**src/rtl/cpu_types_pkg.sv**
```systemverilog
// Shared CPU types: machine word, fetch FSM states and fetch-stage constants.
package cpu_types_pkg;

  localparam int unsigned WORD_W = 32;

  typedef logic [WORD_W-1:0] word_t;

  typedef enum logic [1:0] {
    FETCH  = 2'd0,
    DRAIN  = 2'd1,
    HALTED = 2'd2
  } fetch_state_t;

  localparam word_t PC_INIT_DEFAULT = 32'h0000_0000;
  localparam word_t PC_STEP         = 32'h0000_0004;

endpackage

```
**src/rtl/fetch_unit.sv**
```systemverilog
// Instruction fetch stage: owns the PC, reads the icache and feeds the IF/ID latch,
// handling stalls, redirects (including during an outstanding miss) and halt.
module fetch_unit
  import cpu_types_pkg::*;
#(
  parameter word_t PC_INIT = PC_INIT_DEFAULT
) (
  input  logic  CLK,
  input  logic  nRST,
  input  logic  ihit,
  input  word_t imemload,
  input  logic  stall,
  input  logic  redirect,
  input  word_t redirect_pc,
  input  logic  halt,
  output logic  imemREN,
  output word_t imemaddr,
  output word_t ifid_imemload,
  output word_t ifid_pcp4,
  output logic  ifid_enable,
  output logic  ifid_flush,
  output logic  halted
);

  fetch_state_t r_state, w_state_nxt;
  word_t        r_pc, w_pc_nxt;
  word_t        r_pending_pc, w_pending_nxt;
  word_t        w_redirect_tgt;
  word_t        w_pcp4;
  logic         w_enable, w_flush;
  logic         w_unused_bits;

  assign w_redirect_tgt = {redirect_pc[WORD_W-1:2], 2'b00};
  assign w_unused_bits  = ^redirect_pc[1:0];
  assign w_pcp4         = r_pc + PC_STEP;

  always_ff @(posedge CLK or negedge nRST) begin
    if (!nRST) begin
      r_state      <= FETCH;
      r_pc         <= PC_INIT;
      r_pending_pc <= '0;
    end else begin
      r_state      <= w_state_nxt;
      r_pc         <= w_pc_nxt;
      r_pending_pc <= w_pending_nxt;
    end
  end

  // Priority: halt > redirect > stall > ihit advance.
  always_comb begin
    w_state_nxt   = r_state;
    w_pc_nxt      = r_pc;
    w_pending_nxt = r_pending_pc;
    w_enable      = 1'b0;
    w_flush       = 1'b0;
    case (r_state)
      FETCH: begin
        if (halt) begin
          w_state_nxt = HALTED;
          w_flush     = 1'b1;
        end else if (redirect) begin
          w_flush = 1'b1;
          if (ihit) begin
            w_pc_nxt = w_redirect_tgt;
          end else begin
            // Keep the old address on the bus until the in-flight miss returns.
            w_pending_nxt = w_redirect_tgt;
            w_state_nxt   = DRAIN;
          end
        end else if (!stall && ihit) begin
          w_pc_nxt = w_pcp4;
          w_enable = 1'b1;
        end
      end
      DRAIN: begin
        w_flush = 1'b1;
        if (ihit) begin
          w_state_nxt = FETCH;
          w_pc_nxt    = redirect ? w_redirect_tgt : r_pending_pc;
        end else if (redirect) begin
          w_pending_nxt = w_redirect_tgt;
        end
      end
      HALTED: begin
        w_state_nxt = HALTED;
      end
      default: begin
        w_state_nxt = FETCH;
      end
    endcase
  end

  assign imemREN       = (r_state != HALTED);
  assign halted        = (r_state == HALTED);
  assign imemaddr      = {r_pc[WORD_W-1:2], 2'b00};
  assign ifid_imemload = imemload;
  assign ifid_pcp4     = w_pcp4;
  // Latch controls stay quiet while reset is held, whatever the cache reports.
  assign ifid_enable   = nRST & w_enable;
  assign ifid_flush    = nRST & w_flush;

endmodule

```
**config.mk**
```make
export PLATFORM = sky130hd
export DESIGN_NAME = fetch_unit
export DESIGN_NICKNAME = d
export VERILOG_FILES = /design/src/rtl/cpu_types_pkg.sv /design/src/rtl/fetch_unit.sv
export SDC_FILE = /design/constraint.sdc
export NUM_CORES = 1
export LEC_CHECK = 0
export CORE_MARGIN = 4
export CORE_UTILIZATION = 47
export DETAILED_ROUTE_END_ITERATION = 6
export PLACE_DENSITY = 0.83
export SYNTH_ARGS = -nofsm -noshare
export SYNTH_HDL_FRONTEND = slang
export SYNTH_SLANG_ARGS = --single-unit
```
**constraint.sdc**
```tcl
create_clock -name CLK -period 3.7 [get_ports CLK]
set_input_delay 0.74 -clock CLK [delete_from_list [all_inputs] [get_ports CLK]]
set_output_delay 0.74 -clock CLK [all_outputs]
set_load 0.02 [all_outputs]
```
==> results of run 1 <==
==> logic make-up (layout without fill, tap and decap cells) <==
family	count (synthesis)	in the layout
compound gates	72	72
other cells	1	2
buf+inv	67	134
mux	35	35
flops	66	66
fa+ha+maj	1	1
simple gates	165	165
xor+xnor	28	28
==> through the flow <==
step	hold slack (ps)	setup WS (ps)
2_1_floorplan	444	1010
5_1_grt	326	0.204
3_3_place_gp	467	335
3_5_place_dp	484	322
4_1_cts	317	141
6_report	316	147
==> power by group through the flow <==
stage | Clock (mW) | Sequential, mW | Combinational [mW]
floorplan | 0 | 1.07 | 0.461
global placement | 0 | 1.03 | 0.900
detailed placement | 0 | 1.04 | 0.914
CTS | 0.723 | 1.02 | 0.917
global route | 0.760 | 1.05 | 0.970
finish | 0.717 | 1.03 | 0.915
==> registers in the layout (all words and copies together), names as in the netlist <==
name and flops:
r_state 2, r_pending_pc 32, r_pc 32
==> metal layers <==
layer,track usage [%],vias up
li1,-,1659
met1,30.7,1744
met2,35.6,166
met3,4.41,18
met4,6.95,0
met5,0,-
==> worst min-delay path by stage <==
stage / startpoint / end / slack (ps) / cells after the start
after floorplan: nRST / r_pc[0] / 440 / 0
after global placement: r_pending_pc[8] / r_pending_pc[8] / 470 / 1
after detailed placement: r_pending_pc[0] / r_pending_pc[0] / 480 / 1
after CTS: nRST / r_pending_pc[18] / 320 / 1
after global routing: nRST / r_pending_pc[18] / 330 / 1
final: nRST / r_pending_pc[18] / 320 / 1
==> cell usage in the layout (no fill, tap or decap), types with 2 or more instances in the layout <==
master | netlist | final
clkdlybuf4s50_1 | 0 | 100
dfrtp_1 | 66 | 66
nand2_1 | 61 | 61
nand3_1 | 32 | 32
mux2_2 | 31 | 31
xnor2_1 | 18 | 18
a21oi_1 | 15 | 15
nor2_1 | 14 | 14
nand4_1 | 13 | 13
and3_1 | 13 | 13
clkbuf_8 | 0 | 12
xor2_1 | 10 | 10
o21ai_0 | 10 | 10
buf_4 | 35 | 10
a31oi_1 | 9 | 9
nor3_1 | 8 | 8
o22ai_1 | 8 | 8
inv_1 | 7 | 7
o221a_2 | 7 | 7
o21a_1 | 5 | 5
and4_1 | 4 | 4
a311oi_1 | 4 | 4
o211a_1 | 4 | 4
nor4_1 | 3 | 3
mux2i_1 | 3 | 3
and2_1 | 2 | 2
nor4_4 | 1 | 2
or3_1 | 2 | 2
nand2b_1 | 2 | 2
o311a_1 | 2 | 2
o31ai_1 | 2 | 2
a221oi_1 | 2 | 2
nor2b_1 | 2 | 2
conb_1 | 1 | 2
bufinv_16 | 0 | 2
==> area by class of cell <==
type	instances	area (um^2)	share of cell area [%]
Multi-Input combinational cell	303	2030	39.4
Sequential cell	66	1650	32.0
Timing Repair Buffer	111	1080	21.0
Clock buffer	12	165	3.20
Tap cell	105	131	2.55
Clock inverter	4	72.6	1.41
Inverter	7	26.3	0.509
==> what timing repair did <==
action,4_1_cts,5_1_grt
gates resized for setup,0,1
endpoints found under the setup margin,0,1
hold endpoints to repair,0,0
buffers inserted,0,0
==> worst max-delay path, cell delays in order (launching register included) <==
cell	delay, ps
dfrtp_1	500
ha_1	320
nand4_1	180
nor2_1	380
nand3_1	160
xnor2_1	260
clkdlybuf4s50_1	670
==> impl_metrics.toml, run 1 <==
[outcome]
status = "finished, final reports clean"

[cts]
cts.reportedPaths.clkPinSlew_ps = 80
cts_buffer_depth = 2
clkSinkCount = 66
insertion_delay_ps = 340
h-tree-depth = 3
cts_buffers = 9
ctsHoldBuffers = 0
cts-root-buf = "clkbuf_8"
cts_tree = "built"

[route]
dr.pass1.iters = 5
top_layer = "met4"
wl_met1_um = 4720
wl_met3_um = 974
wirelength_um = 11300
vias = 3587
wl_met2_um = 5470
post_drt_wl_per_cell_um = 18.6
drt_iter0_drc = 272
post-route-drc-count = 0
vias_per_cell = 5.90
final_antenna_net_count = 0

[sta]
max-slew-margin-rel_pct = 28.0
rsz0062_at_grt = "no"
fmax_mhz = 281
tightest_slew_ps = 1080
period_minus_slack_ps = 3550
report.final.slew_viol_count = 0
setup_tns_ps = 0
min_period_over_period_pct = 96.0
finClkSkew_ps = 8.58
setup_violations = 0
hold_violations = 0

[synthesis]
synthXorXnorAreaFrac_pct = 6.01
netlist-cell-type-count = 50
yosys.area_share.adder_pct = 0.307
yosys.area_share.simple_pct = 20.8
yosysSeqAreaShare_pct = 40.5
synthTopCellsByCount = "dfrtp_1 (66), nand2_1 (61), buf_4 (35)"
syn_area_um2 = 4080
synthFlopType = "dfrtp_1"
avgSynthCellArea_um2 = 9.38
synth_top_area_cell = "dfrtp_1"
netlist_instances = 435
synth_compound_area_share_pct = 12.7
synth.top_cell.area_share_pct = 40.5
yosysWarningCount = 0
yosys.cell_count.top_type = "dfrtp_1"
ys_seq_elements = 66
synth-edff-count = 0
synth_top_family_by_area = "simple AND/OR/NAND/NOR gates"
muxShareOfSynthArea_pct = 9.56
ys_async_sr_fraction_pct = 100
synthTopCellsByArea = "dfrtp_1 (40%), mux2_2 (8.6%), buf_4 (6.4%)"

[finish]
drive_gt1_share_pct = 14.5
final_nets = 569
final_util_pct = 61.9
area_growth_pct = 26.4
finalInstanceArea_um2 = 5160
n_antenna_cell = 0
finalNonFillerCells = 608
fillerInstances = 719

[global_route]
antenna_found_initial = 0
track_usage_pct = 22.3
grt_pass1_vias = 3415
grt_max_degree = 52
grt_first_pass_wirelength_um = 17900
grt-ovfl-total = 0

[critical_path]
cp.required_ps = 2960
worstReg2RegEnd = "r_pc[24]"
reg2reg_depth = 6
crit_start = "r_pc[2]"
arrival_ps = 2810
regToRegStartpoint = "r_state[1]"
crit_path_end = "ifid_pcp4[12]"
endpoint_kind = "output pin"
worst-r2r-setup-slack_ps = 1140
path_max_fanout = 8
critical_path.startpoint_type = "register"
critPathKind = "reg -> out"

[power]
clkPwrFrac_pct = 26.9
p_total_mw = 2.66
p_switching_mw = 0.915
p_int_mw = 1.75
seqPwrFrac_pct = 38.7
power.density_nw_per_um2 = 516
switching_share_pct = 34.4
p_leak_nw = 2.15
combPwrFrac_pct = 34.4
ir_drop_uv = 214

[floorplanning]
core_area_um2 = 8340
initial_core_util_pct = 48.9
io_pins = 170
die_area_um2 = 10200
die_w_um = 101
fp-row-count = 33
fp.dieH_um = 101

[place]
place_congestion = 0.840
dp.cells = 592
hpwlAfterDp_um = 8060
placed_cell_area_um2 = 4910
port_buffers = 101

[hold_path]
hp-class = "in -> async"

[run]
cap_violations = 0
(Power assumes the default switching activity.)
==> inputs of run 2 (changes only) <==
PLACE_DENSITY = 0.95   (was 0.83)
SETUP_SLACK_MARGIN = 0.2   (was default)
==> impl_metrics.toml, run 2 (synthesis gave the netlist of run 1 again) <==
[outcome]
status = "finished, final reports clean"

[route]
post-route-drc-count = 0
wirelength_um = 11800
vias_per_cell = 6.05
drt_iter0_drc = 326
vias = 3704
final_antenna_net_count = 0
dr.pass1.iters = 5
post_drt_wl_per_cell_um = 19.3

[cts]
h-tree-depth = 3
cts_buffers = 9
cts_buffer_depth = 2
cts.reportedPaths.clkPinSlew_ps = 70
insertion_delay_ps = 340
clkSinkCount = 66
cts_tree = "built"
ctsHoldBuffers = 0
cts-root-buf = "clkbuf_8"

[critical_path]
regToRegStartpoint = "r_state[1]"
path_max_fanout = 9
endpoint_kind = "output pin"
path_delay_family = "simple AND/OR/NAND/NOR gates"
arrival_ps = 2830
critical_path.startpoint_type = "register"
worst-r2r-setup-slack_ps = 1170
critPathKind = "reg -> out"
worstReg2RegEnd = "r_pc[29]"
cp.required_ps = 2960
cp_num_cells = 6
crit_slowest_cell = "clkdlybuf4s50_1"
crit_buf_inv = 2
reg2reg_depth = 6
max_stage_delay_ps = 620
path_cells = "nand4_1 > buf_4 > nor4_1 > nand3_1 > xnor2_1 > clkdlybuf4s50_1"

[power]
ir_drop_uv = 262
p_leak_nw = 2.19
power.density_nw_per_um2 = 506
p_total_mw = 2.65

[finish]
final_nets = 574
seq_area_um2 = 1660
drive_gt1_share_pct = 16.8
most-common-layout-cells = "clkdlybuf4s50_1 (96), dfrtp_1 (63), nand2_1 (61), nand3_1 (32), mux2_2 (31)"
area_growth_pct = 28.0
n_antenna_cell = 0
fillerInstances = 665
mostFrequentLayoutCell = "clkdlybuf4s50_1"
multiInputGateArea_um2 = 2060
reg_top3 = "r_pc (32), r_pending_pc (32), r_state (2)"
finalInstanceArea_um2 = 5220

[floorplanning]
die_area_um2 = 10200
io_pins = 170
core_area_um2 = 8340
die_w_um = 101
fp.dieH_um = 101
fp-row-count = 33
initial_core_util_pct = 48.9

[place]
hpwlAfterDp_um = 8200
place_congestion = 0.839
port_buffers = 101
placed_cell_area_um2 = 4930

[sta]
min_period_over_period_pct = 96.6
setup_violations = 0
fmax_mhz = 280
hold_violations = 0
rsz0062_at_grt = "yes"
max-slew-margin-rel_pct = 33.3
report.final.slew_viol_count = 0
setup_tns_ps = 0
period_minus_slack_ps = 3570
tightest_slew_ps = 999
finClkSkew_ps = 9.79

[hold_path]
hp-class = "in -> async"

[global_route]
antenna_found_initial = 0
grt_first_pass_wirelength_um = 18200
track_usage_pct = 22.5
grt_max_degree = 39
grt_pass1_vias = 3566
grt-ovfl-total = 0

[run]
cap_violations = 0
run 2: changes by cell type in the layout (fill, tap and decap cells not counted), sizes merged:
cell           delta
dlymetal6s2s      +4
clkinvlp          -1
clkdlybuf4s50     -4
clkbuf            +1
clkinv            -1
buf               +5
run 2: power by group:
group / switching [mW] / total (mW) / leakage [nW] / internal (mW)
combinational: 0.456 / 0.928 / 1.28 / 0.472
sequential: 0.184 / 1.03 / 0.808 / 0.849
clock: 0.271 / 0.684 / 0.110 / 0.414
run 2: worst max path at each step:
stage,from,end
finish,r_pc[10],ifid_pcp4[30]
global route,r_pc[11],ifid_pcp4[30]
CTS,r_pc[2],ifid_pcp4[26]
detailed placement,halt,ifid_enable
global placement,halt,ifid_enable
floorplan,halt,ifid_enable
run 2: routing by layer:
layer | GRT usage, % | vias to the layer above | part of all wire [%]
met5 | 0 | - | 0
met4 | 7.26 | 0 | 2.2
met3 | 5.30 | 40 | 9.1
met2 | 37.5 | 199 | 50
met1 | 28.9 | 1796 | 39
li1 | - | 1669 | -
run 2: stage by stage:
step / setup WS (ps) / util [%] / std cells / hold slack [ps]
after floorplan: 1010 / - / 436 / 444
after detailed placement: 337 / 59.1 / 594 / 487
after global placement: 333 / 59.1 / 594 / 467
after global routing: 77.1 / 62.6 / 612 / 482
final: 126 / 62.6 / 612 / 457
after CTS: 210 / 61.8 / 609 / 458
run 2: final cells by class:
| class | count | area share, % |
|---|---|---|
| clock buffer | 13 | 3.04 |
| clock inverter | 2 | 1.15 |
| inverter | 7 | 0.503 |
| multi-input combinational | 303 | 39.5 |
| sequential | 66 | 31.7 |
| tap | 105 | 2.51 |
| timing repair buffer | 116 | 21.6 |
run 2: worst reg2reg max path, stage by stage, from the launching register on:
cell and delay (ps):
dfrtp_1 530, nand2b_1 280, nor3_4 50, buf_4 230, nor2_2 800, nand3_1 320, o221a_2 220
run 2: repair_timing:
item,in CTS,in global routing
pin swaps,0,3
resized for setup,2,13
setup buffers,0,3
endpoints found under the setup margin,2,14
==> inputs of run 3 (changes only) <==
TNS_END_PERCENT = 5   (was default)
==> impl_metrics.toml, run 3 (synthesis gave the netlist of run 1 again) <==
[finish]
final_util_pct = 62.3
area_growth_pct = 27.3
most-common-layout-cells = "clkdlybuf4s50_1 (99), dfrtp_1 (65), nand2_1 (61), nand3_1 (32), mux2_2 (31)"
n_antenna_cell = 0
reg_top3 = "r_pc (32), r_pending_pc (32), r_state (2)"
final_nets = 573
mostFrequentLayoutCell = "clkdlybuf4s50_1"
finalInstanceArea_um2 = 5200
drive_gt1_share_pct = 15.8

[floorplanning]
die_w_um = 101
fp.dieH_um = 101
io_pins = 170
fp-row-count = 33
die_area_um2 = 10200
core_area_um2 = 8340
initial_core_util_pct = 48.9

[cts]
cts-root-buf = "clkbuf_8"
insertion_delay_ps = 340
cts_buffers = 9
clkSinkCount = 66
cts_tree = "built"
cts_buffer_depth = 2
ctsHoldBuffers = 0
h-tree-depth = 3
cts.reportedPaths.clkPinSlew_ps = 80

[critical_path]
path_delay_family = "simple AND/OR/NAND/NOR gates"
crit_start = "r_pc[10]"
path_cells = "nand4_1 > buf_4 > nor4_1 > nand3_1 > xnor2_1 > clkdlybuf4s50_1"
max_stage_delay_ps = 620
reg2reg_depth = 6
arrival_ps = 2770
crit_buf_inv = 2
cp.required_ps = 2960
worstReg2RegEnd = "r_pc[29]"
critPathKind = "reg -> out"
critical_path.startpoint_type = "register"
crit_slowest_cell = "clkdlybuf4s50_1"
endpoint_kind = "output pin"
regToRegStartpoint = "r_state[1]"
worst-r2r-setup-slack_ps = 1180
path_max_fanout = 9

[route]
post-route-drc-count = 0
dr.pass1.iters = 4
final_antenna_net_count = 0
vias = 3651
vias_per_cell = 5.98
post_drt_wl_per_cell_um = 19.1
wirelength_um = 11700
drt_iter0_drc = 315

[place]
place_congestion = 0.839
hpwlAfterDp_um = 8200
placed_cell_area_um2 = 4930
port_buffers = 101

[sta]
report.final.slew_viol_count = 0
max-slew-margin-rel_pct = 32.8
tightest_slew_ps = 1010
fmax_mhz = 285
hold_violations = 0
min_period_over_period_pct = 94.8
setup_tns_ps = 0
finClkSkew_ps = 12.0
rsz0062_at_grt = "yes"
period_minus_slack_ps = 3510
setup_violations = 0

[hold_path]
hp-class = "in -> async"

[power]
power.density_nw_per_um2 = 508
p_leak_nw = 2.16
ir_drop_uv = 261

[outcome]
status = "finished, final reports clean"

[global_route]
grt_pass1_vias = 3566
grt-ovfl-total = 0
grt_max_degree = 39
track_usage_pct = 22.5
antenna_found_initial = 0
grt_first_pass_wirelength_um = 18200

[run]
cap_violations = 0
-- run 3: changes by cell type in the layout (fill, tap and decap cells not counted) --
cell	change
dlymetal6s2s_1	-3
dfrtp_2	-2
buf_4	-1
clkdlybuf4s50_1	+3
nor3_1	+2
dfrtp_1	+2
nor3_2	-2
-- run 3: worst reg2reg max path: stages, from the launching register on --
cell and delay (ps):
dfrtp_1 520, nand2b_1 270, nor3_4 50, buf_4 230, nor2_2 810, nand3_1 310
o221a_2 220
-- run 3: worst max-delay path by stage --
stage	endpoint	slack, ps	cells past startpoint
after CTS	ifid_pcp4[26]	160	8
after detailed placement	ifid_enable	340	5
after floorplan	ifid_enable	1010	4
final	ifid_pcp4[30]	190	6
after global placement	ifid_enable	330	5
after global routing	ifid_pcp4[29]	120	5
-- run 3: per-layer routing --
metal	GRT usage [%]	share of wire, %	wire length, um	vias to the layer above
li1	-	-	-	1660
met3	5.30	9.2	1070	39
met1	28.9	40	4630	1765
met5	0	0	0	-
met2	37.5	49	5750	187
met4	7.26	1.9	218	0
-- run 3: where the power goes --
part	internal, mW	switching (mW)	leakage, nW	total, mW
Clock	0.414	0.272	0.110	0.685
Combinational	0.472	0.453	1.24	0.925
Sequential	0.848	0.183	0.810	1.03
-- run 3: per-stage QoR --
stage | hold slack, ps | setup WS, ps | std cells | total power [mW]
final | 460 | 192 | 611 | 2.64
after global routing | 482 | 121 | 611 | 2.76
after CTS | 458 | 163 | 609 | 2.64
after detailed placement | 487 | 337 | 594 | 1.95
after global placement | 467 | 333 | 594 | 1.93
after floorplan | 444 | 1010 | 436 | 1.53
-- run 3: area by class of cell --
type | count | area (um^2)
Fill cell | 673 | 3140
Clock inverter | 2 | 60.1
Tap cell | 105 | 131
Multi-Input combinational cell | 303 | 2050
Clock buffer | 13 | 159
Sequential cell | 66 | 1650
Inverter | 7 | 26.3
Timing Repair Buffer | 115 | 1110
-- run 3: timing repair --
action | CTS | global route
setup buffers | 0 | 2
cloned | 0 | 0
gates resized for setup | 1 | 7
setup endpoints to repair | 2 | 16
pin swaps | 0 | 2
